### src/rtl/video_to_axis_packer_pkg.sv
// Shared types and helpers for the video-to-AXI4-Stream packer.
package video_to_axis_packer_pkg;

    localparam int unsigned DEFAULT_DSIZE = 24;

    typedef enum logic [1:0] {
        IDLE,
        SOF_WAIT,
        ACTIVE,
        DROP
    } v2a_state_e;

    // Stream word as stored in the FIFO: {tuser, tlast, tdata}.
    typedef struct packed {
        logic                     user;
        logic                     last;
        logic [DEFAULT_DSIZE-1:0] data;
    } axis_word_t;

    // 16-bit increment that sticks at all-ones instead of wrapping.
    function automatic logic [15:0] sat_inc(input logic [15:0] v);
        return (v == 16'hFFFF) ? v : v + 16'd1;
    endfunction

endpackage

### src/rtl/video_to_axis_packer_fifo.sv
// Single-clock FIFO with first-word-fall-through output taken from registered storage.
module axis_sync_fifo #(
    parameter int unsigned WIDTH = 26,
    parameter int unsigned DEPTH = 16
) (
    input  logic             clk_i,
    input  logic             rst_i,
    input  logic             push_i,
    input  logic [WIDTH-1:0] wdata_i,
    output logic             full_o,
    input  logic             pop_i,
    output logic             valid_o,
    output logic [WIDTH-1:0] rdata_o
);

    localparam int unsigned AW = $clog2(DEPTH);
    localparam logic [AW:0] FULL_CNT = (AW + 1)'(DEPTH);

    logic [WIDTH-1:0] mem_q [DEPTH];
    logic [AW-1:0]    wptr_q, wptr_d, rptr_q, rptr_d;
    logic [AW:0]      count_q, count_d;
    logic             do_push, do_pop;

    assign full_o  = (count_q == FULL_CNT);
    assign valid_o = (count_q != '0);
    // Outputs read as zero while empty so the stream side is clean out of reset.
    assign rdata_o = valid_o ? mem_q[rptr_q] : '0;
    assign do_pop  = pop_i & valid_o;
    // A pop on the same cycle frees the slot, so push into a full FIFO still lands.
    assign do_push = push_i & (~full_o | do_pop);

    // Pointer and occupancy next-state.
    always_comb begin
        wptr_d  = wptr_q;
        rptr_d  = rptr_q;
        count_d = count_q;
        if (do_push) wptr_d = wptr_q + 1'b1;
        if (do_pop)  rptr_d = rptr_q + 1'b1;
        if (do_push && !do_pop) count_d = count_q + 1'b1;
        if (!do_push && do_pop) count_d = count_q - 1'b1;
    end

    // Pointer and occupancy registers; reset flushes the FIFO.
    always_ff @(posedge clk_i) begin
        if (rst_i) begin
            wptr_q  <= '0;
            rptr_q  <= '0;
            count_q <= '0;
        end else begin
            wptr_q  <= wptr_d;
            rptr_q  <= rptr_d;
            count_q <= count_d;
        end
    end

    // Storage array, no reset needed.
    always_ff @(posedge clk_i) begin
        if (do_push) mem_q[wptr_q] <= wdata_i;
    end

endmodule

### src/rtl/video_to_axis_packer.sv
// Packs a vs/de/data video stream into AXI4-Stream video (tuser=SOF, tlast=EOL).
module video_to_axis_packer
    import video_to_axis_packer_pkg::*;
#(
    parameter int unsigned DSIZE      = DEFAULT_DSIZE,
    parameter int unsigned FIFO_DEPTH = 16,
    parameter bit          VS_POL     = 1'b1
) (
    input  logic             pclk,
    input  logic             prst,
    input  logic             enable,
    input  logic             vs,
    input  logic             de,
    input  logic [DSIZE-1:0] data,
    input  logic [15:0]      hactive,
    input  logic [15:0]      vactive,
    output logic [DSIZE-1:0] axis_tdata,
    output logic             axis_tvalid,
    input  logic             axis_tready,
    output logic             axis_tuser,
    output logic             axis_tlast,
    output logic             overflow,
    output logic             line_err,
    output logic             frame_err,
    output logic             frame_done
);

    v2a_state_e       state_q, state_d;
    logic             vs_act, vs_q, vs_edge_q, vs_edge_d;
    logic             hold_vld_q, hold_vld_d, hold_first_q, hold_first_d;
    logic [DSIZE-1:0] hold_data_q, hold_data_d;
    logic [15:0]      pix_cnt_q, pix_cnt_d, line_cnt_q, line_cnt_d, line_len;
    logic             overflow_q, overflow_d, line_err_q, line_err_d;
    logic             frame_err_q, frame_err_d, frame_done_q, frame_done_d;
    logic             cap, in_frame, push_req, push_last, push_lost, push_ok, pop_fire;
    logic             fifo_full;
    logic [DSIZE+1:0] fifo_rdata;

    assign vs_act    = VS_POL ? vs : ~vs;
    assign vs_edge_d = vs_act & ~vs_q;
    assign in_frame  = (state_q == ACTIVE) || (state_q == DROP);
    // Pixels are taken only inside an armed frame; a vs edge closes the frame first.
    assign cap       = de & ~vs_edge_q & ((state_q == SOF_WAIT) || (state_q == ACTIVE));
    assign push_req  = hold_vld_q & (state_q != DROP);
    assign push_last = ~de | vs_edge_q;
    assign pop_fire  = axis_tvalid & axis_tready;
    assign push_lost = push_req & fifo_full & ~pop_fire;
    assign push_ok   = push_req & ~push_lost;
    assign line_len  = sat_inc(pix_cnt_q);

    // Frame FSM: vs edge has priority over overflow.
    always_comb begin
        state_d = state_q;
        unique case (state_q)
            IDLE:     if (vs_edge_q && enable) state_d = SOF_WAIT;
            SOF_WAIT: begin
                if (vs_edge_q)  state_d = enable ? SOF_WAIT : IDLE;
                else if (de)    state_d = ACTIVE;
            end
            ACTIVE: begin
                if (vs_edge_q)      state_d = enable ? SOF_WAIT : IDLE;
                else if (push_lost) state_d = DROP;
            end
            DROP:     if (vs_edge_q) state_d = enable ? SOF_WAIT : IDLE;
            default:  state_d = IDLE;
        endcase
    end

    // Hold stage, geometry counters and sticky flags.
    always_comb begin
        hold_vld_d   = cap;
        hold_first_d = cap ? (state_q == SOF_WAIT) : hold_first_q;
        hold_data_d  = cap ? data : hold_data_q;
        pix_cnt_d    = pix_cnt_q;
        line_cnt_d   = line_cnt_q;
        line_err_d   = line_err_q;
        frame_err_d  = frame_err_q;
        overflow_d   = overflow_q | push_lost;
        frame_done_d = 1'b0;
        if (push_ok) begin
            if (push_last) begin
                pix_cnt_d  = '0;
                line_cnt_d = sat_inc(line_cnt_q);
                if (line_len != hactive) line_err_d = 1'b1;
            end else begin
                pix_cnt_d = line_len;
            end
        end
        // line_cnt_d already includes a last pushed on the edge cycle itself.
        if (vs_edge_q) begin
            if (in_frame) begin
                frame_done_d = 1'b1;
                if (line_cnt_d != vactive) frame_err_d = 1'b1;
            end
            pix_cnt_d  = '0;
            line_cnt_d = '0;
        end
    end

    // State registers; vs_q resets high so a vs already active at release is not an edge.
    always_ff @(posedge pclk) begin
        if (prst) begin
            state_q      <= IDLE;
            vs_q         <= 1'b1;
            vs_edge_q    <= 1'b0;
            hold_vld_q   <= 1'b0;
            hold_first_q <= 1'b0;
            hold_data_q  <= '0;
            pix_cnt_q    <= '0;
            line_cnt_q   <= '0;
            overflow_q   <= 1'b0;
            line_err_q   <= 1'b0;
            frame_err_q  <= 1'b0;
            frame_done_q <= 1'b0;
        end else begin
            state_q      <= state_d;
            vs_q         <= vs_act;
            vs_edge_q    <= vs_edge_d;
            hold_vld_q   <= hold_vld_d;
            hold_first_q <= hold_first_d;
            hold_data_q  <= hold_data_d;
            pix_cnt_q    <= pix_cnt_d;
            line_cnt_q   <= line_cnt_d;
            overflow_q   <= overflow_d;
            line_err_q   <= line_err_d;
            frame_err_q  <= frame_err_d;
            frame_done_q <= frame_done_d;
        end
    end

    axis_sync_fifo #(
        .WIDTH (DSIZE + 2),
        .DEPTH (FIFO_DEPTH)
    ) u_fifo (
        .clk_i   (pclk),
        .rst_i   (prst),
        .push_i  (push_req),
        .wdata_i ({hold_first_q, push_last, hold_data_q}),
        .full_o  (fifo_full),
        .pop_i   (axis_tready),
        .valid_o (axis_tvalid),
        .rdata_o (fifo_rdata)
    );

    assign {axis_tuser, axis_tlast, axis_tdata} = fifo_rdata;
    assign overflow   = overflow_q;
    assign line_err   = line_err_q;
    assign frame_err  = frame_err_q;
    assign frame_done = frame_done_q;

endmodule
### config.mk
export PLATFORM = sky130hd
export DESIGN_NAME = video_to_axis_packer
export DESIGN_NICKNAME = d
export VERILOG_FILES = /design/src/rtl/video_to_axis_packer_pkg.sv /design/src/rtl/video_to_axis_packer_fifo.sv /design/src/rtl/video_to_axis_packer.sv
export SDC_FILE = /design/constraint.sdc
export NUM_CORES = 1
export LEC_CHECK = 0
export CORE_MARGIN = 2
export CORE_UTILIZATION = 53
export CTS_BUF_LIST = sky130_fd_sc_hd__clkbuf_16
export CTS_CLUSTER_DIAMETER = 60
export DETAILED_ROUTE_END_ITERATION = 10
export PLACE_DENSITY = 0.71
export SKIP_LAST_GASP = 1
export SYNTH_ARGS = -nofsm -noshare
export SYNTH_HDL_FRONTEND = slang
export SYNTH_SLANG_ARGS = --single-unit
export TNS_END_PERCENT = 50
### constraint.sdc
create_clock -name pclk -period 4.15 [get_ports pclk]
set_clock_uncertainty 0.1 [all_clocks]
set_input_delay 0.83 -clock pclk [delete_from_list [all_inputs] [get_ports pclk]]
set_output_delay 0.83 -clock pclk [all_outputs]
set_load 0.01 [all_outputs]
==> run metrics <==
sw frac=24.1%; Synth warnings=0; Post-synth top cells=416 x edfxtp_1, 130 x mux4_2, 86 x nand2_1; hold path cells=1; multi-input gate area in the final layout=0.00595 mm2; Reg area=0.0142 mm2; net switching power=3.00 mW; critical path type=reg -> out; DRT Pass-1 Iters=5; Startpoint Class=register; Pint=9.44 mW; GRT Total Usage=22.8%; relative slew slack=52.6%; max-slew violation count=0; Setup Buffers After CTS=3; dpl hpwl=24,800 um; Port Buf Inserts=92; Synth cell types=60; H-tree depth=2; initial antenna violation count=0; Hold-fix buffers, CTS=0; die area=0.0401 mm2; post-synth design cell area=0.0204 mm2; RSZ-0062 raised after global routing=no; DP Worst Slack=596 ps; die width=200 um; share of layout cells above drive strength 1=19.9%; Syn Inst Count=1,214; Placer Congestion=0.909; r2r setup slk=900 ps; Synth top area share=61.2%; largest net degree at the start of global routing=47; Clk pwr share=37.2%; FILL cells=2,727; final core occ=63.2%; status=finished clean; Final Setup Violations=0; Final TNS setup=0 ps; Critical Path Fanout Max=30; vias in the first global route=11.4k; number of buffers created by CTS=52; worst r2r src=pix_cnt_q[0]$_SDFFE_PP0N_; worst setup margin=146 ps; Tcrit/Tclk final=96.5%; total power after layout=12.4 mW; main flop type after synthesis=edfxtp_1; IO Pins=93; routed wire length=44,800 um; hold path endpoint=vs_edge_q$_SDFF_PP0_; Post-layout nets=1,419; pwr/cell area=520 mW/mm2; number of routed nets with antenna violations=0; Max VDD drop=0.328 mV; clock net sink count=499; combinational power share=17.9%; DP Cell Count=1,795; f_max=250 MHz; Initial DRC Count=1,026; clk root buf=clkbuf_16; Worst-Skew Late Latency=590 ps; post-synth net total=1,292; Initial Util=54.0%; Final Non-Filler Cells=1,895; crit path time final=4000 ps; Worst setup EP type=output pin; Vias=11.3k; asr flop ratio synth=0%; largest cells by area after synthesis=edfxtp_1 61%, mux4_2 14%, dfxtp_1 8.1%, nand2_1 1.6%, nor2_1 1.4%; Reg power frac=44.9%; Worst Min Path Start=vs_q$_SDFF_PP1_; first-pass GRT wire length=67,900 um; Final Hold Fails=0; Die Ht=200 um; Post-synth EDFFs=416; CTS clk-pin slew, worst paths=60 ps; Yosys top cell by area=edfxtp_1; P_leak=7.95 nW; DR vias/cell=5.97; R2R Path End=line_err$_SDFFE_PP0P_; WL/cell=23.7 um; sequential area share after synthesis=69.3%; CTS tree=built; max-cap violation count=0; Ant. Diodes=0; post-CTS sizing=0; CP Data Required Time=3220 ps; FF+latch count, synth=499; area grow syn2layout=17.1%; Syn Area/Cell=16.8 um2; # DRC=0; min-delay worst type=reg -> reg; slew at the pin closest to its max-slew limit=711 ps; reg2reg path depth=9; total gr overflow=0; row count=71; core area=0.0378 mm2; clock buffer depth=3; top-count cell post-synth=edfxtp_1; Crit path arrival time=3070 ps
-- final cells by class --
| cell class | count | area share, % |
|---|---|---|
| tap | 511 | 2.67 |
| clock inverter | 43 | 1.60 |
| inverter | 16 | 0.251 |
| multi-input combinational | 632 | 24.9 |
| sequential | 499 | 59.2 |
| clock buffer | 54 | 5.65 |
| timing repair buffer | 140 | 5.75 |
-- worst max-delay path: stages (launching register included) --
cell and delay [ps]:
dfxtp_4 470, buf_12 290, mux4_2 550, mux4_2 510
and2_1 180, clkdlybuf4s50_1 470
-- placed cells by master, fill, tap and decap left out, types with 9 or more instances in the layout --
master	netlist	routed
a21oi_1	58	57
inv_1	15	28
buf_4	1	40
xor2_1	25	25
nand3_1	23	23
xnor2_1	33	33
nor3_1	25	25
o21ai_0	14	14
ha_1	15	15
edfxtp_1	416	416
clkdlybuf4s50_1	0	91
nand4_1	9	9
dfxtp_1	83	80
clkinv_1	0	9
and2_1	37	34
nor2_1	78	78
clkbuf_16	0	54
nand2_1	86	86
mux4_2	130	130
-- registers in the layout, summed over array words and instances, names as in the netlist, named ones only --
signal and count:
state_q 2, u_fifo.rptr_q 4, u_fifo.wptr_q 4, vs_q 1, frame_err 1, frame_done 1
line_cnt_q 16, vs_edge_q 1, u_fifo.mem_q 416, u_fifo.count_q 5, pix_cnt_q 16, line_err 1
hold_first_q 1, hold_vld_q 1, overflow 1, hold_data_q 24
-- cells by family (layout without fill, tap and decap cells) --
family                   after synthesis  count (layout)  share of synthesized area [%]
AO/OA/AOI/OAI                        115             115                           3.46
XOR/XNOR                              58              58                           2.49
adder cells (fa/ha/maj)               16              16                           1.02
buffers and inverters                 83             253                           1.65
flip-flops                           499             499                           69.3
multiplexers                         138             138                           14.7
AND/OR/NAND/NOR                      305             305                           7.37
-- worst max-delay path by stage --
stage,endpoint,slack [ps]
3_5_place_dp,frame_err$_SDFFE_PP0P_,600
5_1_grt,axis_tdata[8],20
2_1_floorplan,axis_tdata[0],900
6_report,axis_tdata[10],150
3_3_place_gp,axis_tdata[8],630
4_1_cts,axis_tdata[10],100
-- power by group through the flow --
stage               Clock, mW  Combinational [mW]  Sequential (mW)
finish                   4.63                2.23             5.59
global route             4.91                2.40             5.60
CTS                      4.71                2.28             5.59
detailed placement          0                2.23             5.71
global placement            0                2.21             5.70
floorplan                   0                1.43             5.62
-- per-layer routing --
layer  vias to the layer above  global-route usage (%)  share of wire (%)
met1                      5762                    31.1                 40
li1                       5013                       -                  -
met4                         0                    6.98                2.3
met5                         -                       0                  0
met3                        73                    4.36                7.8
met2                       460                    37.4                 49
-- through the flow --
stage / hold slack [ps] / instance area (um2)
global placement: 277 / 22200
CTS: 304 / 23900
detailed placement: 293 / 22200
global route: 329 / 23900
floorplan: 273 / 20400
finish: 319 / 23900
No activity file was read; power rests on OpenSTA's default activity.
